[src/rtl/level_display_pkg.sv]
// level_display_pkg
//   Shared types and segment constants for the level display.
//   Segment encoding is {g,f,e,d,c,b,a}, active-low (common-anode).
package level_display_pkg;

  typedef logic [3:0] bcd_t;
  typedef logic [6:0] seg_t;
  typedef logic [1:0] digit_idx_t;

  localparam seg_t SEG_BLANK = 7'h7F;
  localparam seg_t SEG_DASH  = 7'h3F;

  localparam seg_t SEG_DIGIT [10] = '{
    7'h40, 7'h79, 7'h24, 7'h30, 7'h19,
    7'h12, 7'h02, 7'h78, 7'h00, 7'h10
  };

  function automatic logic is_bcd(input bcd_t d);
    return d <= 4'd9;
  endfunction

endpackage

[src/rtl/level_display_bcd_to_seg7.sv]
// bcd_to_seg7
//   Combinational BCD to active-low 7-segment decoder.
//   Ports:
//     bcd : BCD digit in
//     seg : segment pattern {g,f,e,d,c,b,a}, active-low; non-BCD gives a dash
module bcd_to_seg7
  import level_display_pkg::*;
(
  input  logic [3:0] bcd,
  output logic [6:0] seg
);

  always_comb begin
    seg = SEG_DASH;
    if (is_bcd(bcd)) seg = SEG_DIGIT[bcd];
  end

endmodule

[src/rtl/level_display.sv]
// level_display
//   Throttled 4-digit multiplexed common-anode 7-segment display for the
//   output-level meter. Digit 3 shows the sign, digits 2..0 the magnitude.
//   Ports:
//     clk      : sample-rate clock
//     reset_n  : synchronous active-low reset
//     num2..0  : BCD hundreds/tens/units from the level meter
//     neg      : level is negative
//     seg_n    : segments {g,f,e,d,c,b,a}, active-low
//     an_n     : digit enables, active-low; an_n[3] is the sign digit
//     overload : latched value contains a non-BCD digit
//   Build option:
//     LEVEL_DISPLAY_PEAK_HOLD_EN : latch the signed peak of each hold window
//                                  instead of the last sample.
module level_display
  import level_display_pkg::*;
#(
  parameter int SCAN_DIV    = 24,
  parameter int HOLD_CYCLES = 4800
) (
  input  logic       clk,
  input  logic       reset_n,
  input  logic [3:0] num2,
  input  logic [3:0] num1,
  input  logic [3:0] num0,
  input  logic       neg,
  output logic [6:0] seg_n,
  output logic [3:0] an_n,
  output logic       overload
);

  localparam int SCAN_W = (SCAN_DIV > 1) ? $clog2(SCAN_DIV) : 1;
  localparam int HOLD_W = (HOLD_CYCLES > 1) ? $clog2(HOLD_CYCLES) : 1;
  localparam logic [SCAN_W-1:0] SCAN_LAST = SCAN_W'(SCAN_DIV - 1);
  localparam logic [HOLD_W-1:0] HOLD_LAST = HOLD_W'(HOLD_CYCLES - 1);

  logic [SCAN_W-1:0] scan_cnt;
  logic [HOLD_W-1:0] hold_cnt;
  digit_idx_t        idx;

  bcd_t lat2, lat1, lat0;
  logic lat_neg;

  // Value presented to the latch at the end of a hold window.
  bcd_t nxt2, nxt1, nxt0;
  logic nxt_neg, nxt_bad;

  logic hold_end;
  assign hold_end = (hold_cnt == HOLD_LAST);

`ifdef LEVEL_DISPLAY_PEAK_HOLD_EN
  logic [10:0]        cur_mag;
  logic signed [11:0] cur_val, pk_val;
  logic               cur_bad;
  bcd_t               pk2, pk1, pk0;
  logic               pk_neg, pk_bad, pk_valid;
  logic               take_cur;

  assign cur_mag = 11'(num2) * 11'd100 + 11'(num1) * 11'd10 + 11'(num0);
  assign cur_val = neg ? -signed'({1'b0, cur_mag}) : signed'({1'b0, cur_mag});
  assign cur_bad = !(is_bcd(num2) && is_bcd(num1) && is_bcd(num0));
  // The first window after reset has no history, so the live sample wins.
  assign take_cur = !pk_valid || (cur_val > pk_val);

  always_comb begin
    nxt2    = take_cur ? num2 : pk2;
    nxt1    = take_cur ? num1 : pk1;
    nxt0    = take_cur ? num0 : pk0;
    nxt_neg = take_cur ? neg  : pk_neg;
    nxt_bad = cur_bad || (pk_valid && pk_bad);
  end

  always_ff @(posedge clk) begin
    if (!reset_n) begin
      pk_val   <= '0;
      pk2      <= '0;
      pk1      <= '0;
      pk0      <= '0;
      pk_neg   <= 1'b0;
      pk_bad   <= 1'b0;
      pk_valid <= 1'b0;
    end else if (hold_end) begin
      // Window closes: restart tracking from the live sample.
      pk_val   <= cur_val;
      pk2      <= num2;
      pk1      <= num1;
      pk0      <= num0;
      pk_neg   <= neg;
      pk_bad   <= cur_bad;
      pk_valid <= 1'b1;
    end else begin
      if (take_cur) begin
        pk_val <= cur_val;
        pk2    <= num2;
        pk1    <= num1;
        pk0    <= num0;
        pk_neg <= neg;
      end
      pk_bad   <= pk_bad || cur_bad;
      pk_valid <= 1'b1;
    end
  end
`else
  always_comb begin
    nxt2    = num2;
    nxt1    = num1;
    nxt0    = num0;
    nxt_neg = neg;
    nxt_bad = !(is_bcd(num2) && is_bcd(num1) && is_bcd(num0));
  end
`endif

  // Digit select, leading-zero blanking, sign and overload overrides.
  bcd_t sel_bcd;
  seg_t dec_seg, slot_seg, force_seg;
  logic force_on, mag_zero;

  assign mag_zero = (lat2 == 4'd0) && (lat1 == 4'd0) && (lat0 == 4'd0);

  bcd_to_seg7 u_dec (
    .bcd (sel_bcd),
    .seg (dec_seg)
  );

  always_comb begin
    sel_bcd   = lat0;
    force_on  = 1'b0;
    force_seg = SEG_BLANK;
    case (idx)
      2'd0: sel_bcd = lat0;
      2'd1: begin
        sel_bcd  = lat1;
        force_on = (lat2 == 4'd0) && (lat1 == 4'd0);
      end
      2'd2: begin
        sel_bcd  = lat2;
        force_on = (lat2 == 4'd0);
      end
      default: begin
        force_on  = 1'b1;
        force_seg = (lat_neg && !mag_zero) ? SEG_DASH : SEG_BLANK;
      end
    endcase
    // Overload replaces every magnitude digit; the sign digit is unaffected.
    if (overload && idx != 2'd3) begin
      force_on  = 1'b1;
      force_seg = SEG_DASH;
    end
    slot_seg = force_on ? force_seg : dec_seg;
  end

  always_ff @(posedge clk) begin
    if (!reset_n) begin
      seg_n    <= SEG_BLANK;
      an_n     <= 4'hF;
      overload <= 1'b0;
      lat2     <= '0;
      lat1     <= '0;
      lat0     <= '0;
      lat_neg  <= 1'b0;
      scan_cnt <= '0;
      idx      <= '0;
      hold_cnt <= HOLD_LAST;
    end else begin
      // First clock of every slot is dark to stop ghosting between digits.
      if (scan_cnt == '0) begin
        an_n  <= 4'hF;
        seg_n <= SEG_BLANK;
      end else begin
        an_n  <= ~(4'b0001 << idx);
        seg_n <= slot_seg;
      end

      if (scan_cnt == SCAN_LAST) begin
        scan_cnt <= '0;
        idx      <= idx + 2'd1;
      end else begin
        scan_cnt <= scan_cnt + 1'b1;
      end

      if (hold_end) begin
        hold_cnt <= '0;
        lat2     <= nxt2;
        lat1     <= nxt1;
        lat0     <= nxt0;
        lat_neg  <= nxt_neg;
        overload <= nxt_bad;
      end else begin
        hold_cnt <= hold_cnt + 1'b1;
      end
    end
  end

endmodule
[config.mk]
export PLATFORM = sky130hd
export DESIGN_NAME = level_display
export DESIGN_NICKNAME = d
export VERILOG_FILES = /design/src/rtl/level_display_pkg.sv /design/src/rtl/level_display_bcd_to_seg7.sv /design/src/rtl/level_display.sv
export SDC_FILE = /design/constraint.sdc
export NUM_CORES = 1
export LEC_CHECK = 0
export BUFFER_PORTS_ARGS = -buffer_cell sky130_fd_sc_hd__buf_4
export CORE_ASPECT_RATIO = 0.5
export CORE_MARGIN = 2
export CORE_UTILIZATION = 55
export CTS_CLUSTER_SIZE = 28
export DETAILED_ROUTE_END_ITERATION = 10
export HOLD_SLACK_MARGIN = 0.03
export PLACE_DENSITY = 0.82
export SLEW_MARGIN = 15
export SYNTH_ARGS = -nofsm -noshare
export SYNTH_HDL_FRONTEND = slang
export SYNTH_SLANG_ARGS = --single-unit
export TNS_END_PERCENT = 5
[constraint.sdc]
create_clock -name clk -period 2.75 [get_ports clk]
set_input_delay 0.1375 -clock clk [delete_from_list [all_inputs] [get_ports clk]]
set_output_delay 0.1375 -clock clk [all_outputs]
set_load 0.1 [all_outputs]
==> results.md <==
* Status: completed
* Drt first pass iters at 4
* Effective utilization at floorplan at 0.565
* Fin crit share at 0.859
* Hold Path Class: primary input to flop
* Global route hottest layer: met2
* Max_slew headroom at 0.550
* Worst Tran Pin Value at between 600 and 700 ps
* Maximum clock path buffer count at 2
* Hold Path Depth at 2
* Clock transition at path regs at about 80 ps
* Slowest stage delay, CP at around 550 ps
* Io pins at 27
* Fin. Hold Viols at 0
* Critical R2R Capture: seg_n[5]$_SDFF_PP1_
* Post-synth EDFFs at 0
* Vias in the first global route at 1686
* Setup violators final at 0
* Final Slew Violations at 0
* Delay-heaviest family, CP: adder cells
* Critical path fanouts, max at 13
* Data arrival, critical path at about 2600 ps
* Diodes inserted at 0
* P&R area growth vs syn at 12.3%
* Residual DRC count at 0
* Crit path launch type: flop
* Worst VDD drop at about 0.53 mV
* CTS Hold Bufs at 0
* Largest net degree at the start of global routing at 23
* First-pass GRT wire length at 7240 um
* Root Driver: clkbuf_8
* Placer Congestion at approximately 0.87
* R2R cell count at 8
* Final worst slack at between 300 and 400 ps
* Leakage at 0.991 nW
* Synthesized cell area at 2180 sq um
* Main combinational cell family by area after synthesis: compound AO/OA/AOI/OAI gates
* Critical Path RT at between 2000 and 3000 ps
* Dpl ws at roughly 430 ps
* Resized cells post-CTS at 0
* Skew final at slightly below 6 ps
* Predominant post-synthesis flop cell: dfxtp_1
* Setup CP Type: flop to flop
* Input/output buffers at 26
* CTS tree: done
* Endpoint, Worst Hold: hold_cnt[4]$_SDFF_PN1_
* Share of layout cells above drive strength 1 at 0.142
* Final core occ at 0.634
* Met3 GRT Util at 0.0561
* Full die area at 4520 sq um
* Post-route cell area at approximately 2500 sq um
* 1st-iter DRT viols at 70
* Async S/R FF share, synth at 0
* Row cnt at 16
* Worst setup EP type: flop
* Post-synthesis instance total at 245
* Worst hold slack at 71.7 ps
* Layout Nets at slightly below 300
* Compound-cell area share of the yosys netlist at 0.219
* Slowest cell on crit path: ha_1
* RR Startpoint: idx[0]$_SDFFE_PN0P_
* Vias per Instance at about 5.7
* Total setup buffers inserted after CTS at 0
* Met1 Use GR at 0.241
* GR Util met2 at 0.351
* Hold path start: reset_n
* Wire per inst at 13.5 um
* Skew-Pair Late Insertion Delay at approximately 300 ps
* Sequential share of the synthesized area at 0.413
* Max-cap violation count at 0
* Synth warn at 0
* Synth Area in Simple Gates at 0.198
* Crit path cell chain: inv_1 -> ha_1 -> mux2i_1 -> ha_1 -> o21ai_0 -> a21oi_1 -> o21a_1 -> o21ai_0
* Synthesized flop and latch total at 45
* Final min period at between 2000 and 2500 ps
* Multiplexer share of the synthesized area at 0.0138
* RSZ-0062 raised after global routing: no
* Routed WL at approximately 4300 um
* Post-Synth Adder-Cell Area at 0.0688
* Die Y at roughly 49 um
* Num CTS Buffers at 5
* Synth cell types at 51
* Die X at between 90 and 100 um
* Total grt overflow at 0
* Antenna violations before repair at 0
* Core Footprint at slightly below 4000 sq um
* Xor and xnor area share after synthesis at 0.0361
* Htree depth at 2
* Pwr dens at approximately 1000 nW/um^2
* DP Area at 2370 sq um
* FMAX at 0.423 GHz
* Setup TNS at 0 ps
* CTS sink count at between 40 and 50
* Worst Path Buf+Inv at 1
* R2R setup slack at approximately 390 ps
* Syn nets at 272
* Final ANT Viol Nets at 0
* Overall routing resource usage at 0.201
* Syn Area/Cell at 8.91 sq um
* Vias after detailed routing at 1820
* DPL Wire Length at around 3200 um
per-stage QoR:
| step | total power [W] | std cells |
|---|---|---|
| after global placement | 0.00215 | 313 |
| after detailed placement | 0.00218 | 313 |
| after global routing | 0.00273 | 321 |
| after CTS | 0.00257 | 321 |
| after floorplan | 0.00202 | 245 |
| final | 0.00257 | 321 |
cells in the mapped netlist, drive strengths merged (2+ instances only):
library cell | count | area share
a211oi | 4 | 0.014
a21o | 5 | 0.017
a21oi | 21 | 0.048
a22oi | 3 | 0.010
and3 | 7 | 0.021
buf | 7 | 0.025
clkbuf | 5 | 0.0092
dfxtp | 45 | 0.41
ha | 12 | 0.069
inv | 10 | 0.017
mux2i | 3 | 0.014
nand2 | 14 | 0.028
nand3 | 23 | 0.055
nand4 | 2 | 0.0057
nand4b | 2 | 0.0080
nor2 | 13 | 0.022
nor3 | 2 | 0.0046
nor4 | 3 | 0.015
nor4b | 2 | 0.011
o2111ai | 2 | 0.0080
o21ai | 30 | 0.069
o221ai | 2 | 0.0080
or3 | 2 | 0.0057
xnor2 | 6 | 0.024
xor2 | 3 | 0.012
area by class of cell:
cell class                 count  area, sq um
sequential                    45          901
clock buffer                   8         80.1
fill                         324         1410
inverter                      10         37.5
multi-input combinational    178         1170
timing repair buffer          26          195
tap                           54         67.6
layer usage:
layer,up-vias,wire length (um)
met5,-,0
met4,0,53
met3,7,142
met2,27,2090
met1,850,2040
li1,936,-
logic make-up after synthesis:
family,after synthesis
flops,45
compound gates,78
fa+ha+maj,12
xor+xnor,9
simple gates,76
mux,3
buf+inv,22
power breakdown:
| group | switching [W] | total (W) | internal [W] | leakage [nW] |
|---|---|---|---|---|
| registers | 0.000149 | 0.000962 | 0.000813 | 0.369 |
| clock network | 0.000209 | 0.000390 | 0.000181 | 0.0395 |
| logic | 0.000833 | 0.00121 | 0.000382 | 0.583 |
| total | 0.00119 | 0.00257 | 0.00137 | 0.991 |
state kept, by name, indices dropped and copies added (netlist names):
name / flops
hold_cnt: 13
overload: 1
lat1: 4
lat_neg: 1
idx: 2
lat0: 4
scan_cnt: 5
an_n: 4
seg_n: 7
lat2: 4
worst max path at each step:
| stage | end | slack (ps) | from | depth (start not counted) |
|---|---|---|---|---|
| floorplan | seg_n[5]$_SDFF_PP1_ | 730 | idx[0]$_SDFFE_PN0P_ | 9 |
| global placement | seg_n[5]$_SDFF_PP1_ | 600 | idx[0]$_SDFFE_PN0P_ | 8 |
| detailed placement | seg_n[5]$_SDFF_PP1_ | 430 | idx[0]$_SDFFE_PN0P_ | 8 |
| CTS | seg_n[5]$_SDFF_PP1_ | 410 | idx[0]$_SDFFE_PN0P_ | 8 |
| global route | seg_n[5]$_SDFF_PP1_ | 130 | idx[1]$_SDFFE_PN0P_ | 8 |
| finish | seg_n[5]$_SDFF_PP1_ | 390 | idx[0]$_SDFFE_PN0P_ | 8 |
cells in the final DEF, fill, tap and decap left out, types with 3 or more instances in the layout:
cell type	synthesis	routed
mux2i_1	3	3
nand2_1	13	13
dfxtp_1	45	45
ha_1	12	12
a22oi_1	3	3
clkbuf_8	0	5
clkbuf_1	4	3
a21o_1	5	5
a211oi_1	4	4
xor2_1	3	3
xnor2_1	6	6
o21ai_0	29	29
and3_1	6	6
inv_1	10	10
nor2_1	13	13
a21oi_1	21	21
nand3_1	22	22
buf_4	3	26
(Power assumes the default switching activity.)
